==> config.mk <==
export PLATFORM = sky130hd
export DESIGN_NAME = source_flow_ctrl_gate
export DESIGN_NICKNAME = d
export VERILOG_FILES = /design/src/rtl/source_flow_ctrl_gate.sv
export SDC_FILE = /design/constraint.sdc
export NUM_CORES = 1
export LEC_CHECK = 0
export CAP_MARGIN = 20
export CORE_AREA = 2 2 105 158
export CTS_CLUSTER_DIAMETER = 120
export DETAILED_ROUTE_END_ITERATION = 10
export DIE_AREA = 0 0 107 160
export HOLD_SLACK_MARGIN = 0.12
export PLACE_DENSITY_LB_ADDON = 0.1
export RECOVER_POWER = 50
export SYNTH_ARGS = -nofsm -noshare
export SYNTH_HDL_FRONTEND = slang
export SYNTH_SLANG_ARGS = --single-unit
==> constraint.sdc <==
create_clock -name clk -period 9.4 [get_ports clk]
set_input_delay 1.88 -clock clk [delete_from_list [all_inputs] [get_ports clk]]
set_output_delay 1.88 -clock clk [all_outputs]
set_load 0.05 [all_outputs]
==> src/rtl/source_flow_ctrl_gate.sv <==
// Packet-granular window gate for a CHDR source: new packets start only while
// fewer than window_size packets are unacknowledged; returning FC packets carry the ack seqnum.
module source_flow_ctrl_gate #(
    parameter logic [7:0] SR_FLOW_CTRL_WINDOW_SIZE = 8'd0,
    parameter logic [7:0] SR_FLOW_CTRL_WINDOW_EN   = 8'd1
) (
    input  logic        clk,
    input  logic        reset,
    input  logic        clear,
    input  logic        set_stb,
    input  logic [7:0]  set_addr,
    input  logic [31:0] set_data,
    input  logic [63:0] i_tdata,
    input  logic        i_tlast,
    input  logic        i_tvalid,
    output logic        i_tready,
    output logic [63:0] o_tdata,
    output logic        o_tlast,
    output logic        o_tvalid,
    input  logic        o_tready,
    input  logic [63:0] fc_tdata,
    input  logic        fc_tlast,
    input  logic        fc_tvalid,
    output logic        fc_tready,
    output logic        window_full,
    output logic [31:0] in_flight
);

    localparam logic [0:0] ST_IDLE = 1'b0;
    localparam logic [0:0] ST_PKT  = 1'b1;

    localparam logic [1:0] FC_HDR     = 2'd0;
    localparam logic [1:0] FC_TIME    = 2'd1;
    localparam logic [1:0] FC_PAYLOAD = 2'd2;
    localparam logic [1:0] FC_DUMP    = 2'd3;

    logic [31:0] r_window_size;
    logic        r_window_en;
    logic [31:0] r_sent_count;
    logic [31:0] r_ack_count;
    logic [0:0]  r_state;
    logic [0:0]  w_state_nxt;
    logic [1:0]  r_fc_state;
    logic [1:0]  w_fc_state_nxt;

    logic        w_below_window;
    logic        w_go;
    logic        w_xfer;
    logic        w_ack_load;
    logic [31:0] w_in_flight;

    // Settings survive clear; only reset returns them to zero.
    always_ff @(posedge clk or posedge reset) begin
        if (reset) begin
            r_window_size <= 32'd0;
            r_window_en   <= 1'b0;
        end else if (set_stb) begin
            if (set_addr == SR_FLOW_CTRL_WINDOW_SIZE) r_window_size <= set_data;
            if (set_addr == SR_FLOW_CTRL_WINDOW_EN)   r_window_en   <= set_data[0];
        end
    end

    assign w_in_flight    = r_sent_count - r_ack_count;
    assign w_below_window = (w_in_flight < r_window_size);
    // Once a packet has started it runs to completion regardless of the window.
    assign w_go           = (r_state == ST_PKT) | ~r_window_en | w_below_window;

    assign o_tdata     = i_tdata;
    assign o_tlast     = i_tlast;
    assign o_tvalid    = i_tvalid & w_go;
    assign i_tready    = o_tready & w_go;
    assign w_xfer      = o_tvalid & o_tready;
    assign in_flight   = w_in_flight;
    assign window_full = r_window_en & ~w_below_window;
    assign fc_tready   = 1'b1;

    always_comb begin
        w_state_nxt = r_state;
        if (w_xfer) begin
            w_state_nxt = i_tlast ? ST_IDLE : ST_PKT;
        end
    end

    always_comb begin
        w_fc_state_nxt = r_fc_state;
        if (fc_tvalid) begin
            case (r_fc_state)
                FC_HDR: begin
                    if (fc_tlast)          w_fc_state_nxt = FC_HDR;
                    else if (fc_tdata[61]) w_fc_state_nxt = FC_TIME;
                    else                   w_fc_state_nxt = FC_PAYLOAD;
                end
                FC_TIME:    w_fc_state_nxt = fc_tlast ? FC_HDR : FC_PAYLOAD;
                FC_PAYLOAD: w_fc_state_nxt = fc_tlast ? FC_HDR : FC_DUMP;
                FC_DUMP:    w_fc_state_nxt = fc_tlast ? FC_HDR : FC_DUMP;
                default:    w_fc_state_nxt = FC_HDR;
            endcase
        end
    end

    assign w_ack_load = fc_tvalid & (r_fc_state == FC_PAYLOAD);

    always_ff @(posedge clk or posedge reset) begin
        if (reset) begin
            r_state      <= ST_IDLE;
            r_fc_state   <= FC_HDR;
            r_sent_count <= 32'd0;
            r_ack_count  <= 32'd0;
        end else if (clear) begin
            r_state      <= ST_IDLE;
            r_fc_state   <= FC_HDR;
            r_sent_count <= 32'd0;
            r_ack_count  <= 32'd0;
        end else begin
            r_state    <= w_state_nxt;
            r_fc_state <= w_fc_state_nxt;
            if (w_xfer && i_tlast) r_sent_count <= r_sent_count + 32'd1;
            // Ack is taken verbatim; a stale seqnum may legitimately raise in_flight.
            if (w_ack_load)        r_ack_count  <= fc_tdata[31:0] + 32'd1;
        end
    end

endmodule
==> results.yml <==
status:
  status: "finished, violations left"
  violations: "capacitance limit, slew limit"
worst_setup_path:
  startpoint_type: "flip-flop"
  slowest_delay_ns: 0.71
  worstPathArrival_ns: 5.89
  r2r_start: "r_ack_count[1]"
  ff2ff_path_depth: 20
  slowest_stage: "clkdlybuf4s50_1"
  worstSetupStartpoint: "r_ack_count[1]"
  critPathMaxFanout: 34
  crit_type: "flip-flop to output pin"
  cp_cell_sequence: "inv_1 > ha_1 > nor2b_1 > o31ai_1 > a31oi_1 > a31oi_1 > nor3_1 > a211oi_1 > o21a_1 > a221oi_1 > xnor2_1 > ha_1 > nand4_1 > or4_1 > or3_1 > o32ai_4 > buf_4 > nor2b_1 > clkdlybuf4s50_1"
  endpoint_kind: "output pin"
  worstPathRequired_ns: 7.52
run:
  drv_cap: 4
floorplanning:
  core-area_mm2: 0.0159
  die_y_um: 160
  fp-row-count: 57
  initial_core_util_pct: 47.6
  ios: 278
  dieArea_mm2: 0.0171
  die_w_um: 107
clock_tree:
  clock_path_buffers: 2
  cts-buffers-inserted: 9
  clk_pin_slew_ns: 0.08
  clk_latency_ns: 0.35
  htree_levels: 3
  cts_tree: "yes"
  cts_resized: 0
  cts_setup_buffers: 0
  clock_sinks: 100
  postCtsHoldBufs: 0
  clockRootBuffer: "clkbuf_16"
grt:
  grt_max_degree: 68
  antenna_found_initial: 0
  grt.overflow.total: 0
  grt_first_pass_wirelength_mm: 29.1
  first_global_vias: 5861
  grt_usage_pct: 21.2
pwr:
  p_leak_uw: 0.00390
  p_total_uw: 1290
  pwr-share-seq_pct: 35.2
  intPower_uw: 811
  power.share.clock_pct: 28.5
  vdd_drop_max_mv: 0.117
  comb_power_share_pct: 36.3
  power_switching_uw: 476
  netSwitchingFraction_pct: 37.0
  power_density_mw_per_mm2: 147
synthesis:
  synth-simple-area-share_pct: 18.1
  ys_ff_latch: 100
  synth_area_mm2: 0.00756
  yosysTopAreaCell: "dfrtp_1"
  yosys_warnings: 0
  ys_seq_area_share_pct: 33.1
  syn_nets: 1154
  synth_edf_count: 0
  synth_compound_area_share_pct: 15.0
  avgSynthCellArea_um2: 8.29
  synth_top_family_by_area: "simple AND/OR/NAND/NOR gates"
  synth_xor_area_share_pct: 10.1
  synth-adder-area-share_pct: 10.9
  synthTopCellsByArea: "dfrtp_1 33%, ha_1 11%, buf_4 6.6%, xnor2_1 6.4%, o21ai_0 5.3%"
  ys.flop_type: "dfrtp_1"
  synth-async-reset-ratio_pct: 100
  syn-instance-count: 912
  synth_top_area_share_pct: 33.1
  synth_cell_types: 52
  synth.area.mux_share_pct: 0.562
sta:
  rsz0062_at_grt: "no"
  slew_headroom_pct: -139
  min_period_ns: 7.77
  tns_ns: 0
  finalHoldViolations: 0
  slew_viol_final: 188
  setup_violations: 0
  skew_ns: 0.0107
  fmax_ghz: 0.129
  tightest_slew_ns: 3.59
  period_share_pct: 82.7
placement:
  numPortBuffers: 117
  place_hpwl_mm: 14.4
  gp_congestion: 0.819
  dp.cells: 1143
drt:
  initialDrtViolationCount: 246
  wl_per_cell_um: 15.2
  num_vias: 5950
  first_pass_iters: 4
  ant_nets: 0
  finalWirelength_mm: 17.6
  drc: 0
  viasPerCell: 5.12
worst_hold_path:
  hold_depth: 2
  hold_class: "flip-flop to flip-flop"
  hold_start: "r_ack_count[14]"
finish:
  n_fill_cell: 1519
  area_delta_synth_final_pct: 15.4
  utilization_pct: 54.9
  fin_nets: 1192
  stdcell_count: 1161
  layout-drive-gt1-share_pct: 2.93
  diodes: 0
  final_cell_mix: "114 x clkdlybuf4s50_1, 105 x nand2_1, 100 x dfrtp_1, 84 x inv_1, 80 x o21ai_0"
  layout_commonest_cell: "clkdlybuf4s50_1"
-- power groups by stage --
stage	Clock [uW]	Combinational (uW)	Sequential, uW
4_1_cts	381	474	452
2_1_floorplan	0	387	459
3_3_place_gp	0	470	460
3_5_place_dp	0	473	461
6_report	367	467	452
5_1_grt	397	509	454
-- per-layer routing --
metal  wire [um]  up-vias  GRT usage [%]
li1            -     3098              -
met1        7510     2645           26.3
met2        7960      147           33.5
met3        1480       60           6.41
met4         697        0           10.0
met5           0        -              0
-- logic make-up after synthesis --
group / count (synthesis)
buf+inv: 181
xor+xnor: 87
fa+ha+maj: 65
compound gates: 187
other cells: 1
flops: 100
simple gates: 287
mux: 4
-- synthesized netlist by cell type (3+ instances only) --
master    instances
nand2_1         105
dfrtp_1         100
inv_1            85
o21ai_0          80
buf_4            66
ha_1             64
nor2_1           59
xnor2_1          55
a21oi_1          40
xor2_1           32
nand3_1          28
clkbuf_1         23
nor3_1           22
a21o_1           21
nand4_1          18
a31oi_1           9
and3_1            8
o21a_1            8
or3_1             8
nor3b_1           7
nor4_1            6
a211oi_1          5
and2_1            5
nor2b_1           5
buf_2             4
nor4b_1           4
buf_1             3
nand2b_1          3
o211a_1           3
o211ai_1          3
o21bai_1          3
o31ai_1           3
-- final cells by class --
cell class,count,area [um2],area share [%]
Timing Repair Buffer,123,1200,13.8
Tap cell,206,258,2.95
Clock buffer,9,225,2.58
Multi-Input combinational cell,631,4150,47.5
Inverter,85,320,3.67
Sequential cell,100,2500,28.7
Clock inverter,7,71.3,0.817
-- path summary, 6_finish.rpt --
| check | end | slack [ns] |
|---|---|---|
| max in group asynchronous | r_sent_count[20] | 3.08 |
| worst min-delay path | r_ack_count[14] | 0.48 |
| worst min register to register | r_ack_count[14] | 0.48 |
| min in group asynchronous | r_window_size[1] | 2.33 |
| worst max register to register | r_sent_count[1] | 3.92 |
| worst max-delay path | o_tvalid | 1.63 |
-- sequential cells by signal, indices dropped and copies added (netlist names) --
name,cells
r_ack_count,32
r_fc_state,2
r_sent_count,32
r_state,1
r_window_en,1
r_window_size,32
-- worst max-delay path: cells and delay by family (launching register included) --
kind,cells,cell delay [ns]
xor+xnor,1,0.17
simple gates,6,1.46
buf+inv,3,1.14
flops,1,0.42
compound gates,7,1.71
fa+ha+maj,2,0.62
-- metrics by stage --
| stage | hold WS, ns | instance area (um2) | setup WS, ns |
|---|---|---|---|
| floorplan | 0.450 | 7560 | 2.28 |
| global placement | 0.463 | 8440 | 1.91 |
| detailed placement | 0.471 | 8440 | 1.94 |
| CTS | 0.489 | 8730 | 1.54 |
| global route | 0.509 | 8720 | 1.23 |
| finish | 0.479 | 8720 | 1.63 |
Note: power is estimated with default switching activity, not from simulation.
